`config.mk`:
```
export PLATFORM = sky130hd
export DESIGN_NAME = clk_div_cfg_ctrl
export DESIGN_NICKNAME = d
export VERILOG_FILES = /design/src/rtl/clk_div_pkg.sv /design/src/rtl/clk_div_presc_decode.sv /design/src/rtl/clk_div_cfg_ctrl.sv
export SDC_FILE = /design/constraint.sdc
export NUM_CORES = 1
export LEC_CHECK = 0
export ABC_AREA = 1
export ABC_CLOCK_PERIOD_IN_PS = 4670
export CAP_MARGIN = 10
export CORE_UTILIZATION = 56
export DETAILED_ROUTE_END_ITERATION = 16
export PLACE_DENSITY = 0.83
export SLEW_MARGIN = 0
export SYNTH_ARGS = -nofsm -noshare
export SYNTH_HDL_FRONTEND = slang
export SYNTH_SLANG_ARGS = --single-unit
```
`constraint.sdc`:
```
create_clock -name i_ref_clk -period 4.67 [get_ports i_ref_clk]
set_input_delay 0.7005 -clock i_ref_clk [delete_from_list [all_inputs] [get_ports i_ref_clk]]
set_output_delay 0.7005 -clock i_ref_clk [all_outputs]
set_load 0.02 [all_outputs]
```
`src/rtl/clk_div_pkg.sv`:
```
// clk_div_pkg: shared state encoding, prescale codes and setting decoder for the clock divider front-end
package clk_div_pkg;
  localparam int CFG_W = 5;
  typedef enum logic [2:0] {IDLE, RUN, DRAIN, LOAD, SETTLE} state_t;
  typedef struct packed {
    logic             legal;
    logic [CFG_W-1:0] ratio;
  } decode_t;
  // Prescale 32 does not fit in CFG_W bits, so code 0 stands for it
  localparam logic [CFG_W-1:0] PRESC_32 = CFG_W'(0);
  localparam logic [CFG_W-1:0] PRESC_16 = CFG_W'(16);
  localparam logic [CFG_W-1:0] PRESC_8  = CFG_W'(8);
  localparam logic [CFG_W-1:0] PRESC_4  = CFG_W'(4);
  function automatic decode_t presc_decode(input logic mode, input logic [CFG_W-1:0] value);
    decode_t d;
    d.legal = mode ? (value == PRESC_32 || value == PRESC_16 || value == PRESC_8 || value == PRESC_4)
                   : (value != '0);
    d.ratio = !mode              ? value :
              value == PRESC_32 ? CFG_W'(1) :
              value == PRESC_16 ? CFG_W'(2) :
              value == PRESC_8  ? CFG_W'(4) : CFG_W'(8);
    return d;
  endfunction
endpackage

```
`src/rtl/clk_div_presc_decode.sv`:
```
// clk_div_presc_decode: combinational mode/code to {legal, ratio} decoder
module clk_div_presc_decode import clk_div_pkg::*; (
  input  logic             mode,
  input  logic [CFG_W-1:0] value,
  output logic             legal,
  output logic [CFG_W-1:0] ratio
);
  decode_t d;
  assign d     = presc_decode(mode, value);
  assign legal = d.legal;
  assign ratio = d.ratio;
endmodule

```
`src/rtl/clk_div_cfg_ctrl.sv`:
```
// clk_div_cfg_ctrl: validates divider settings and reconfigures the divider without runt pulses
module clk_div_cfg_ctrl import clk_div_pkg::*; #(
  parameter int RATIO_WIDTH   = CFG_W,
  parameter int DEFAULT_RATIO = 2,
  parameter int SETTLE_CYCLES = 2
) (
  input  logic                   i_ref_clk,
  input  logic                   i_rst_n,
  input  logic                   i_en,
  input  logic                   i_cfg_valid,
  output logic                   o_cfg_ready,
  input  logic                   i_cfg_mode,
  input  logic [RATIO_WIDTH-1:0] i_cfg_value,
  output logic                   o_clk_en,
  output logic [RATIO_WIDTH-1:0] o_div_ratio,
  output logic                   o_bypass,
  output logic                   o_cfg_err,
  output logic                   o_busy
);
  state_t                 state, state_n;
  logic [RATIO_WIDTH-1:0] cnt, cnt_n, held, held_n, ratio_n, dec_ratio;
  logic                   stop, stop_n, bypass_n, xfer, legal;
  clk_div_presc_decode u_dec (
    .mode  (i_cfg_mode),
    .value (i_cfg_value),
    .legal (legal),
    .ratio (dec_ratio)
  );
  assign o_cfg_ready = state == IDLE || state == RUN;
  assign xfer        = i_cfg_valid && o_cfg_ready;
  always_comb begin
    state_n  = state;
    cnt_n    = cnt;
    stop_n   = stop;
    held_n   = xfer && legal ? dec_ratio : held;
    ratio_n  = o_div_ratio;
    bypass_n = o_bypass;
    unique case (state)
      IDLE: begin
        if (xfer ? legal : i_en && held > RATIO_WIDTH'(1)) state_n = LOAD;
      end
      RUN: begin
        // Drain one full period of the old ratio so the last divided pulse completes
        if ((xfer && legal) || !i_en) begin
          state_n = DRAIN;
          cnt_n   = o_div_ratio - RATIO_WIDTH'(1);
          stop_n  = !i_en;
        end
      end
      DRAIN: begin
        if (cnt == '0) state_n = stop ? IDLE : LOAD;
        else cnt_n = cnt - RATIO_WIDTH'(1);
      end
      LOAD: begin
        state_n  = SETTLE;
        cnt_n    = RATIO_WIDTH'(SETTLE_CYCLES - 1);
        ratio_n  = held;
        bypass_n = held == RATIO_WIDTH'(1);
      end
      SETTLE: begin
        if (cnt == '0) state_n = i_en ? RUN : IDLE;
        else cnt_n = cnt - RATIO_WIDTH'(1);
      end
      default: state_n = IDLE;
    endcase
  end
  always_ff @(posedge i_ref_clk) begin
    if (!i_rst_n) begin
      state       <= IDLE;
      cnt         <= '0;
      stop        <= 1'b0;
      held        <= RATIO_WIDTH'(DEFAULT_RATIO);
      o_div_ratio <= RATIO_WIDTH'(DEFAULT_RATIO);
      o_bypass    <= 1'b0;
      o_clk_en    <= 1'b0;
      o_cfg_err   <= 1'b0;
      o_busy      <= 1'b0;
    end else begin
      state       <= state_n;
      cnt         <= cnt_n;
      stop        <= stop_n;
      held        <= held_n;
      o_div_ratio <= ratio_n;
      o_bypass    <= bypass_n;
      o_clk_en    <= state_n == RUN && !bypass_n;
      o_cfg_err   <= xfer && !legal;
      o_busy      <= state_n inside {DRAIN, LOAD, SETTLE};
    end
  end
endmodule

```
==> qor.yml <==
fill_cells: 173
hold_path.class: "flop to flop"
ys_seq_elements: 23
synth_edf_count: 0
rsz0062_at_grt: "no"
area_growth_pct: 19.37
viasPerCell: 5.539
drt_iter0_drc: 47
internal_power_mw: 0.4579
maxCapViolCount: 0
synthTopCellsByCount: "nand2_1, dfxtp_1, inv_1, nor2_1, nand3_1"
postCtsHoldBufs: 0
worst_slack_ps: 2417
grt-ovfl-total: 0
worstPathRequired_ps: 3970
vias: 1346
die_w_um: 49.67
post_cts_buffers: 0
finalClockSkew_ps: 3.691
cts_sinks: 23
numCtsBuffers: 3
finalCritPeriodShare_pct: 48.25
cts-root-buf: "clkbuf_4"
layout_min_cycle_time_ps: 2253
cts_tree: "built"
setup_violations: 0
total_power_mw: 0.8677
criticalPathCategory: "flop to output pin"
share_seq_of_total_power_pct: 31.4
power_density_nw_per_um2: 571.2
r2r_cells: 11
hpwl_um: 2429
grt_max_degree: 16
end_kind: "output pin"
clkPwrFrac_pct: 10.9
dp_slack_ps: 2271
leakage_nw: 0.6965
ys_seq_area_share_pct: 36.18
dr.pass1.iters: 5
max-vdd-ir-drop_mv: 0.4397
yosys.area.top_type: "dfxtp_1"
post_synth_num_cell_types: 26
worst-r2r-setup-slack_ps: 2760
drive_gt1_share_pct: 10.19
p_comb_share_pct: 57.7
yosysWarningCount: 0
syn_inst: 194
syn-num-nets: 205
core_sq_um: 2042
multi_input_area_sq_um: 699.4
max_freq_ghz: 0.4438
min_path_cells: 2
dieArea_sq_um: 2467
cp_max_fo: 6
start_util_pct: 62.32
hold_violations: 0
fin_setup_tns_ps: 0
status: "finished, final reports clean"
num_io_pins: 20
p_switching_mw: 0.4098
layout.nets: 228
portBuffers: 19
grt_pass1_wl_um: 5078
clkTransAtPathRegs_ps: 120
die_h_um: 49.67
startpoint_type: "flop"
synthArstFlopShare_pct: 0
wirelength_um: 3153
clk_path_buf_depth: 2
synthTopCellsByArea: "dfxtp_1, nand2_1, nand3_1"
drtAntennaViolNets: 0
globalplace.congestion: 0.8550
seq_area_sq_um: 460.4
first_global_vias: 1248
drt-wirelength-per-cell_um: 12.98
diodes: 0
antenna_found_initial: 0
cts_resized: 0
slew_viol_final: 0
rows: 16
clk_latency_ps: 310
worst_slew_pin_slew_ps: 472.2
netlist_area_sq_um: 1272
max_slew_margin_pct: 68.42
yosysTopAreaCellShare_pct: 36.18
avgSynthCellArea_sq_um: 6.559
drc_errors: 0
synthFlopType: "dfxtp_1"
htree_levels: 1
grt_use_total_pct: 26.77
swShare_pct: 47.23
arrival_ps: 1550
yosysMostFrequentCell: "nand2_1"
## final timing paths
kind                                      from              to
worst max-delay path                  state[2]     o_cfg_ready
worst min-delay path            o_div_ratio[4]  o_div_ratio[4]
worst max register to register        state[2]          cnt[2]
worst min register to register  o_div_ratio[4]  o_div_ratio[4]
## registers in the layout, summed over array words and instances (netlist names)
name and count:
o_div_ratio 5, held 5, o_clk_en 1, o_busy 1, state 3, cnt 5, o_bypass 1, stop 1
o_cfg_err 1
## worst max-delay path: stages (launching register included)
cell and delay (ps):
dfxtp_1 410, nor2_1 190, clkdlybuf4s50_1 630
## through the flow
| step | hold WS, ps | cell area, sq um | util, % | cells |
|---|---|---|---|---|
| 2_1_floorplan | 439.1 | 1272 | - | 194 |
| 3_3_place_gp | 451.3 | 1493 | 73.10 | 239 |
| 3_5_place_dp | 464.4 | 1493 | 73.10 | 239 |
| 4_1_cts | 485.9 | 1519 | 74.39 | 243 |
| 5_1_grt | 504.7 | 1519 | 74.39 | 243 |
| 6_report | 487.9 | 1519 | 74.39 | 243 |
## cell type report
cell class              count  area share [%]
repair buffers             19           12.52
well taps                  27           2.224
inverters                  29           7.166
flip-flops and latches     23           30.31
multi-input cells         141           46.05
clock buffers               4           1.730
## metal layers
layer  track usage (%)  vias up  wire [um]
li1                  -      675          -
met1             29.83      615       1379
met2             50.23       49       1573
met3             4.012        7        155
met4             10.00        0         45
met5                 0        -          0
## cell families (layout without fill, tap and decap cells)
| kind of cell | after synthesis | in the layout | share of synthesized area [%] |
|---|---|---|---|
| AND/OR/NAND/NOR | 107 | 107 | 39.43 |
| AO/OA/AOI/OAI | 33 | 33 | 14.55 |
| buffers and inverters | 30 | 52 | 8.849 |
| flip-flops | 23 | 23 | 36.18 |
| adder cells (fa/ha/maj) | 1 | 1 | 0.9831 |
## power groups by stage
stage,Clock [mW],Combinational (mW),Sequential (mW)
2_1_floorplan,0,0.354,0.284
3_3_place_gp,0,0.470,0.273
3_5_place_dp,0,0.491,0.276
4_1_cts,0.0946,0.493,0.272
5_1_grt,0.100,0.559,0.276
6_report,0.0945,0.501,0.272
## placed cells by master, fill, tap and decap left out
cell / n
nor2_1: 20
o21bai_1: 1
nor3_2: 2
nand2_4: 1
a211oi_1: 1
nand3b_1: 3
clkbuf_4: 3
clkdlybuf4s50_1: 19
clkinv_1: 1
a31oi_1: 3
nor3_1: 2
ha_1: 1
inv_2: 5
o21ai_0: 13
nand3_2: 1
a21boi_0: 1
nor2b_4: 1
a21oi_1: 11
o211ai_1: 2
inv_1: 23
nand2_1: 48
nand2_2: 6
a21oi_2: 1
nand3_1: 18
dfxtp_1: 23
nand4_1: 3
clkbuf_1: 1
nor2_2: 2
Power figures use the tool's default switching activity.
